[src/rtl/canny_point_stream.sv]
// canny_point_stream: banked {x,y} point memory streamed out over a valid/ready handshake.
// Ports: clk, reset (sync, active-high); wr_en/wr_bank/wr_addr/wr_x/wr_y point write;
// len_we/len_bank/len_val per-bank point count; start/start_bank/abort stream control;
// pt_valid/pt_x/pt_y/pt_idx/pt_last point stream with pt_ready; busy, frame_done, wr_err status.
// Option: CANNY_STREAM_LOOP_EN adds loop_en, which replays the bank continuously while high.
module canny_point_stream #(
    parameter int W_COORD = 16,
    parameter int DEPTH   = 64,
    parameter int N_BANK  = 2,
    localparam int AW = $clog2(DEPTH),
    localparam int BW = (N_BANK > 1) ? $clog2(N_BANK) : 1
) (
    input  logic               clk,
    input  logic               reset,
    input  logic               wr_en,
    input  logic [BW-1:0]      wr_bank,
    input  logic [AW-1:0]      wr_addr,
    input  logic [W_COORD-1:0] wr_x,
    input  logic [W_COORD-1:0] wr_y,
    input  logic               len_we,
    input  logic [BW-1:0]      len_bank,
    input  logic [AW:0]        len_val,
    input  logic               start,
    input  logic [BW-1:0]      start_bank,
    input  logic               abort,
`ifdef CANNY_STREAM_LOOP_EN
    input  logic               loop_en,
`endif
    output logic               pt_valid,
    output logic [W_COORD-1:0] pt_x,
    output logic [W_COORD-1:0] pt_y,
    output logic [AW-1:0]      pt_idx,
    output logic               pt_last,
    input  logic               pt_ready,
    output logic               busy,
    output logic               frame_done,
    output logic               wr_err
);
    typedef enum logic [1:0] {IDLE, STREAM, DONE} state_t;
    localparam logic [AW:0] DEPTH_L = (AW+1)'(DEPTH);
    state_t state_q, state_d;
    logic [W_COORD-1:0] mem_x_q [N_BANK][DEPTH];
    logic [W_COORD-1:0] mem_y_q [N_BANK][DEPTH];
    logic [AW:0] len_q [N_BANK];
    logic [BW-1:0] bank_q, bank_d;
    logic [AW:0] llen_q, llen_d;
    logic pt_valid_q, pt_valid_d, pt_last_q, pt_last_d;
    logic [W_COORD-1:0] pt_x_q, pt_x_d, pt_y_q, pt_y_d;
    logic [AW-1:0] pt_idx_q, pt_idx_d, nidx;
    logic frame_done_q, frame_done_d, wr_err_q, wr_err_d;
    logic [BW-1:0] wb, lb, sb;
    logic [AW:0] slen;
    logic wr_hit, len_hit, wr_ok, len_ok, xfer;
    // A single-bank build ignores every bank select.
    assign wb = (N_BANK == 1) ? '0 : wr_bank;
    assign lb = (N_BANK == 1) ? '0 : len_bank;
    assign sb = (N_BANK == 1) ? '0 : start_bank;
    assign busy = state_q != IDLE;
    // Writes into the bank being streamed are refused so the image stays coherent.
    assign wr_hit = busy && wb == bank_q;
    assign len_hit = busy && lb == bank_q;
    assign wr_ok = wr_en && !wr_hit;
    assign len_ok = len_we && !len_hit;
    assign wr_err_d = (wr_en && wr_hit) || (len_we && len_hit);
    assign slen = len_q[sb];
    assign nidx = pt_idx_q + AW'(1);
    assign xfer = pt_valid_q && pt_ready;
    always_comb begin
        state_d = state_q;
        bank_d = bank_q;
        llen_d = llen_q;
        pt_valid_d = pt_valid_q;
        pt_x_d = pt_x_q;
        pt_y_d = pt_y_q;
        pt_idx_d = pt_idx_q;
        pt_last_d = pt_last_q;
        frame_done_d = 1'b0;
        unique case (state_q)
            IDLE: begin
                if (start && slen == '0) begin
                    state_d = DONE;
                    frame_done_d = 1'b1;
                end else if (start) begin
                    state_d = STREAM;
                    bank_d = sb;
                    llen_d = slen;
                    pt_valid_d = 1'b1;
                    pt_x_d = mem_x_q[sb][0];
                    pt_y_d = mem_y_q[sb][0];
                    pt_idx_d = '0;
                    pt_last_d = slen == (AW+1)'(1);
                end
            end
            STREAM: begin
                // Abort wins over a transfer in the same cycle.
                if (abort) begin
                    state_d = IDLE;
                    pt_valid_d = 1'b0;
                end else if (xfer && !pt_last_q) begin
                    pt_x_d = mem_x_q[bank_q][nidx];
                    pt_y_d = mem_y_q[bank_q][nidx];
                    pt_idx_d = nidx;
                    pt_last_d = {1'b0, nidx} == llen_q - (AW+1)'(1);
                end else if (xfer) begin
                    frame_done_d = 1'b1;
`ifdef CANNY_STREAM_LOOP_EN
                    if (loop_en) begin
                        pt_x_d = mem_x_q[bank_q][0];
                        pt_y_d = mem_y_q[bank_q][0];
                        pt_idx_d = '0;
                        pt_last_d = llen_q == (AW+1)'(1);
                    end else begin
                        state_d = DONE;
                        pt_valid_d = 1'b0;
                    end
`else
                    state_d = DONE;
                    pt_valid_d = 1'b0;
`endif
                end
            end
            default: state_d = IDLE;
        endcase
    end
    always_ff @(posedge clk) begin
        if (reset) begin
            state_q <= IDLE;
            bank_q <= '0;
            llen_q <= '0;
            pt_valid_q <= 1'b0;
            pt_x_q <= '0;
            pt_y_q <= '0;
            pt_idx_q <= '0;
            pt_last_q <= 1'b0;
            frame_done_q <= 1'b0;
            wr_err_q <= 1'b0;
            for (int i = 0; i < N_BANK; i++) len_q[i] <= '0;
        end else begin
            state_q <= state_d;
            bank_q <= bank_d;
            llen_q <= llen_d;
            pt_valid_q <= pt_valid_d;
            pt_x_q <= pt_x_d;
            pt_y_q <= pt_y_d;
            pt_idx_q <= pt_idx_d;
            pt_last_q <= pt_last_d;
            frame_done_q <= frame_done_d;
            wr_err_q <= wr_err_d;
            if (len_ok) len_q[lb] <= (len_val > DEPTH_L) ? DEPTH_L : len_val;
        end
    end
    // Point memory is deliberately left out of reset.
    always_ff @(posedge clk) begin
        if (wr_ok) begin
            mem_x_q[wb][wr_addr] <= wr_x;
            mem_y_q[wb][wr_addr] <= wr_y;
        end
    end
    assign pt_valid = pt_valid_q;
    assign pt_x = pt_x_q;
    assign pt_y = pt_y_q;
    assign pt_idx = pt_idx_q;
    assign pt_last = pt_last_q;
    assign frame_done = frame_done_q;
    assign wr_err = wr_err_q;
endmodule

[config.mk]
export PLATFORM = sky130hd
export DESIGN_NAME = canny_point_stream
export DESIGN_NICKNAME = d
export VERILOG_FILES = /design/src/rtl/canny_point_stream.sv
export SDC_FILE = /design/constraint.sdc
export NUM_CORES = 2
export LEC_CHECK = 0
export CORE_MARGIN = 8
export CORE_UTILIZATION = 40
export CTS_BUF_LIST = sky130_fd_sc_hd__clkbuf_4
export DETAILED_ROUTE_END_ITERATION = 16
export PLACE_DENSITY = 0.58
export SYNTH_ARGS = -nofsm -noshare
export SYNTH_HDL_FRONTEND = slang
export SYNTH_MEMORY_MAX_BITS = 65536
export SYNTH_SLANG_ARGS = --single-unit
[constraint.sdc]
create_clock -name clk -period 4.1 [get_ports clk]
set_input_delay 0.615 -clock clk [delete_from_list [all_inputs] [get_ports clk]]
set_output_delay 0.615 -clock clk [all_outputs]
set_load 0.02 [all_outputs]
* Word level (Yosys, flattened, before mapping)
Memories as Yosys holds them, arrays and structs flattened. A register that Yosys moved wholly into a read port is not among the register bits.
Cells that the tools add are included.
** Storage, ports and cells
- Flip-flop bits (word level) :: 52
- RAM bits :: 4110
- Output and inout port bits :: 43
- Memories :: 3
** Memories
- mem_x_q :: depth 2, bits a word 1024, read ports 2, clocked after Yosys merged registers in 1, wr ports 1, line 42 : logic [W_COORD-1:0] mem_x_q [N_BANK][DEPTH];
- mem_y_q :: depth 2, bits a word 1024, read ports 2, clocked after Yosys merged registers in 1, wr ports 1, line 43 : logic [W_COORD-1:0] mem_y_q [N_BANK][DEPTH];
- len_q :: depth 2, bits a word 7, read ports 1, clocked after Yosys merged registers in 0, wr ports 2, line 44 : logic [AW:0] len_q [N_BANK];
** Operators by class
- Add/sub/neg operators :: 2
- Order comparisons :: 4
- Equality and inequality tests :: 12
- Muxes and demuxes :: 60
- Bitwise operators :: 3
- Reduce and logical (&&, ||, !) cells :: 23
** Operator list (number)
- 2-to-1 mux 1024 bit :: 1
- 2-to-1 mux 16 bit :: 13
- binary-select mux 16 bit (select 6 bit) :: 2
- demux 16 bit (select 6 bit) :: 1
- case mux 16 bit (2 select lines) :: 2
- 2-to-1 mux 1 bit :: 25
- 2-to-1 mux 6 bit :: 4
- >= comparator 7 bit (second input constant) :: 2
- 2-to-1 mux 7 bit :: 2
- inverter 6 -> 7 bit :: 2
- case mux 6 bit (2 select lines) :: 1
- logical AND 1 bit :: 10
- 2-to-1 mux 2 bit :: 5
- AND reduction 5 bit :: 2
- inequality test 3 bit (second input constant) :: 3
- inequality test 2 bit (second input constant) :: 4
- == test 6 x 7 -> 1 bit :: 1
- == test 7 x 1 -> 1 bit (second input constant) :: 1
- greater-than comparator 7 bit (second input constant) :: 1
- logical NOT 7 bit :: 1
- < comparator 7 x 1 -> 1 bit (second input constant) :: 1
- OR reduction 7 bit :: 1
- subtractor 7 x 1 -> 7 bit (second input constant) :: 1
- adder 6 x 1 -> 6 bit (second input constant) :: 1
- 10 further kinds :: 17

* Depth between registers and ports, before layout
- Word-level depth :: 9
- Gate-level depth with buffers :: 13

* Least setup slack after synthesis
Ideal clock, no wire load.
- Path type :: input to register
- Start point :: input wr_bank
- End point :: memory mem_x_q[1][48] (netlist bit), enable pin
- Setup time :: 421 ps
- Data arrival time :: 3128 ps
- Data required time :: 3679 ps
- Path slack :: 550 ps
- Stages :: 7
- Buffers on the path :: 2
- Path through :: clkbuf_1 xor2_1 o21ai_0 nor2_1 nand3b_1 clkbuf_1 nor2_1
** Between the ends
- Longest elaborated chain between the ends :: 6
** Ends and longest elaborated chain
- from (decl) :: line 16 : input logic [BW-1:0] wr_bank,
- == test 1 bit :: line 60 : assign wr_hit = busy && wb == bank_q;
- logical AND 1 bit :: line 60
- logical NOT 1 bit :: line 62 : assign wr_ok = wr_en && !wr_hit;
- logical AND 1 bit :: line 62
- 2-to-1 mux 1 bit :: line 154 : if (wr_ok) begin
- 2-to-1 mux 1024 bit (implied by the code) :: line 155 : mem_x_q[wb][wr_addr] <= wr_x;
- to (decl) :: line 42
Several ways; a longest one is shown, not always the timed one.

* Worst setup path in the final report
- Start point :: register pt_idx_q[0], in the netlist pt_idx[0]
- End point :: register pt_y_q[2], in the netlist pt_y[2]
** Between the ends
- Longest elaborated chain between the ends :: 8
** Ends and longest elaborated chain
- from (decl) :: line 49 : logic [AW-1:0] pt_idx_q, pt_idx_d, nidx;
- from (signal assigned) :: line 145 : pt_idx_q <= pt_idx_d;
- adder 6 x 1 -> 6 bit :: line 66 : assign nidx = pt_idx_q + AW'(1);
- inverter 6 -> 7 bit (implied by the code) :: line 101 : pt_y_d = mem_y_q[bank_q][nidx];
- binary-select mux 16 bit (select 6 bit) :: line 101
- 2-to-1 mux 16 bit (implied by the code) (2 in a row) :: line 101
- 2-to-1 mux 16 bit :: line 99 : end else if (xfer && !pt_last_q) begin
- 2-to-1 mux 16 bit :: line 96 : if (abort) begin
- case mux 16 bit (2 select lines) :: line 78 : unique case (state_q)
- to (signal assigned) :: line 144 : pt_y_q <= pt_y_d;
- to (decl) :: line 48 : logic [W_COORD-1:0] pt_x_q, pt_x_d, pt_y_q, pt_y_d;
No other way between the ends. The select of a mux whose other input is x is not followed.
A chain may end at the register's enable or synchronous reset.

==> summary.md <==
| Metric | Value |
|---|---|
| Clock Sinks | about 4,200 |
| CP Launch Point | pt_idx[0]$_SDFFE_PP0P_ |
| Max Fanout on Critical Path | 20 |
| Drc violations | 0 |
| Post-Syn Nets | between 7,000 and 8,000 |
| Share of layout cells above drive strength 1 | 0.362 |
| All-Layer GR Usage | 0.232 |
| Synth area leaders | edfxtp_1, mux4_2, mux2i_1 |
| Pin count of the biggest net entering global routing | between 100 and 150 |
| Total congestion overflow | 0 |
| Worst Skew | about 0.16 ns |
| Vias in the first global route | approximately 88,000 |
| Peak supply drop | around 280 uV |
| Fin crit share | 1.01 |
| Top-count cell post-synth | edfxtp_1 |
| Dpl cells | 13,000 |
| Violated checks | negative setup slack |
| IO Port Bufs | 97 |
| Clk_lat worst skew | roughly 1.7 ns |
| Outcome | finished with violations |
| Dpl cell area | 174,000 um2 |
| Reg-to-reg critical path endpoint | pt_y[2]$_SDFFE_PP0P_ |
| Vias/cell | between 5 and 6 |
| Sequential share of the synthesized area | 0.771 |
| Core area | roughly 400,000 um2 |
| Distinct cells, synth | ~90 |
| Startpoint types | flip-flop |
| Final Max Tran Viols | 0 |
| Post-synthesis mux area share | 0.160 |
| Reg clk slew, reported paths | around 0.07 ns |
| Synth Register Bits | between 4,000 and 5,000 |
| Final std cells w/o fill | 14,900 |
| Min-Delay Path Class | in2reg |
| Final Hold Vio Count | 0 |
| R2R Setup Slk | -0.05 ns |
| Drt first pass iters | 7 |
| Post-DP HPWL | roughly 310,000 um |
| Endpoints failing setup | 2 |
| Synth Flop Type | edfxtp_1 |
| Gpl congestion | just under 1 |
| H-tree depth | 7 |
| Synth warn | 0 |
| First-pass GRT wire length | just under 700,000 um |
| Critical path class | reg2reg |
| Die width | 651 um |
| Routed wire length | roughly 500,000 um |
| R2R depth | 12 |
| CP Data Required Time | approximately 5.5 ns |
| F_max | 241 MHz |
| Synth Area in XOR/XNOR | 0.00139 |
| Initial Util | 0.401 |
| Critical path capture point type | flip-flop |
| Leakage power | about 59 nW |
| Worst slew margin | 0.0937 |
| Synth Area in Simple Gates | 0.0263 |
| Row cnt | roughly 230 |
| Mapped Cells | around 7,400 |
| Yosys top cell by area | edfxtp_1 |
| DRT iter0 DRCs | 11,600 |
| Post-route ant nets | 0 |
| Post-synth EDFFs | between 4,000 and 5,000 |
| Mapped Area | around 160,000 um2 |
| FFs w/ async S/R, synth | 0 |
| Critical R2R Launch | pt_idx[0]$_SDFFE_PP0P_ |
| Die Y | around 650 um |
| Cell area power density | about 460 nW/um2 |
| Syn avg cell area | between 20 and 25 um2 |
| Routed len/inst | about 33 um |
| PnR worst setup slack | -0.0536 ns |
| Max clock buf depth | 5 |
| Measured slew at the worst slew-check pin | between 1 and 1.5 ns |
| CTS tree | yes |
| Synth-to-layout area growth | 16.9% |
| RSZ-0062 raised after global routing | no |
| Finished Cell Area | around 190,000 um2 |
| CP endpoint | pt_y[2]$_SDFFE_PP0P_ |
| Tmin final | around 4.2 ns |
| TritonCTS buffer count | 1,140 |
| Yosys top cell area share | 0.764 |
| Compound-cell area share of the yosys netlist | 0.0223 |
| Post-Synth Adder-Cell Area | 0.000155 |
| Layout Nets | around 9,000 |
| Combinational family with the most area after synthesis | multiplexers |
| Die area | ~420,000 um2 |
| Synth cell count leaders | edfxtp_1, mux4_2, nand2_1, mux2i_1, nor2_1 |
| Clock root buffer master | clkbuf_4 |
| DR vias | between 80,000 and 90,000 |
| Initial antenna violation count | 53 |
| I/O pin total | approximately 100 |
| CP arrival | 5.57 ns |
| Max Cap Viol | 0 |
| Post-CTS Setup Repair Bufs | 0 |
| Fillers | between 30,000 and 40,000 |
-- placed cells by master, fill, tap and decap left out, types with 13 or more instances in the layout --
cell type,n
inv_2,24
mux4_2,970
buf_12,230
o221ai_1,22
a311oi_1,33
o21ai_0,59
a32oi_1,23
dlygate4sd3_1,76
a221oi_1,34
a21oi_1,79
mux4_1,39
bufinv_16,19
and3_1,22
nor2b_1,14
clkinv_2,18
dfxtp_1,50
nand3_1,83
o211ai_1,13
nor2_4,132
diode_2,31
edfxtp_1,4110
nor3_1,31
a2111oi_0,15
buf_4,384
a22oi_1,30
nor2_1,151
clkbuf_4,1618
a211oi_1,22
clkdlybuf4s50_1,62
o22ai_1,51
nand4_1,34
a31oi_1,42
mux2i_1,285
nand2_1,452
clkinv_1,141
-- metrics by stage --
step | worst slack, ns | utilization | hold WS [ns] | total power [mW] | setup TNS [ns]
after floorplan | 0.550 | - | 0.454 | 49.7 | 0
after global placement | -0.412 | 0.433 | 0.482 | 51.6 | -1.63
after detailed placement | -0.321 | 0.433 | 0.482 | 51.7 | -0.979
after CTS | 0.0000633 | 0.469 | 0.00117 | 87.2 | 0
after global routing | 0.000655 | 0.469 | 0.0946 | 89.5 | 0
final | -0.0536 | 0.469 | 0.207 | 86.5 | -0.0593
-- logic make-up (layout without fill, tap and decap cells) --
logic type | count (synthesis) | after routing
adder cells (fa/ha/maj) | 2 | 2
buffers and inverters | 426 | 2600
XOR/XNOR | 17 | 17
multiplexers | 1302 | 1302
AND/OR/NAND/NOR | 981 | 981
AO/OA/AOI/OAI | 505 | 505
flip-flops | 4163 | 4163
other | 0 | 31
-- what timing repair did --
action / in CTS / in global routing
endpoints found under the hold margin: 4149 / 0
hold buffers: 81 / 0
gates resized for setup: 17 / 7
setup endpoints to repair: 6 / 4
cloned: 0 / 0
-- worst max-delay path: stages (launching register included) --
cell,delay (ns)
dfxtp_4,0.44
ha_4,0.66
buf_4,0.41
buf_4,0.25
nor2_1,0.07
a221oi_1,0.54
o22ai_1,0.17
buf_4,0.21
nor3_1,0.34
buf_4,0.21
a31oi_1,0.11
buf_4,0.29
a311oi_1,0.27
-- state kept, by name, summed over array words and instances, names as in the netlist, named ones only --
name        count
mem_x_q      2048
mem_y_q      2048
pt_x           16
pt_y           16
len_q          14
llen_q          7
pt_idx          6
state_q         2
bank_q          1
frame_done      1
pt_last         1
pt_valid        1
wr_err          1
-- worst min path at each step --
stage | start | end | slack (ns) | depth (start not counted)
2_1_floorplan | llen_q[1]$_SDFFE_PP0P_ | llen_q[1]$_SDFFE_PP0P_ | 0.45 | 2
5_1_grt | wr_y[1] | mem_y_q[1][785]$_DFFE_PP_ | 0.09 | 2
3_5_place_dp | llen_q[1]$_SDFFE_PP0P_ | llen_q[1]$_SDFFE_PP0P_ | 0.48 | 2
3_3_place_gp | llen_q[1]$_SDFFE_PP0P_ | llen_q[1]$_SDFFE_PP0P_ | 0.48 | 2
6_report | wr_x[10] | mem_x_q[1][106]$_DFFE_PP_ | 0.21 | 2
4_1_cts | wr_addr[0] | mem_y_q[1][359]$_DFFE_PP_ | 0.001 | 5
-- cell type report --
cell class                      instances  area, um2  share of cell area
Antenna cell                           31       77.6            0.000411
Clock inverter                        208       1330             0.00705
Clock buffer                         1618      12100              0.0644
Sequential cell                      4163     124000               0.660
Tap cell                             5287       6620              0.0350
Timing Repair Buffer                  760       8960              0.0475
Inverter                               14       57.6            0.000305
Multi-Input combinational cell       2807      35100               0.186
-- layer usage --
layer  vias to the layer above  routed length [um]  GRT usage
li1                      34800                   -          -
met1                     46000              190000      0.302
met2                      4962              233000      0.358
met3                       864               52000     0.0664
met4                        16               23400      0.116
met5                         -                 102          0
-- power by group --
part           total, mW  switching [mW]  internal [mW]  leakage, nW
logic               3.86            2.47           1.39         13.2
registers           47.1           0.178           46.9         37.4
clock network       35.5            16.4           19.2         8.13
total               86.5            19.0           67.4         58.8
Power figures use the tool's default switching activity.
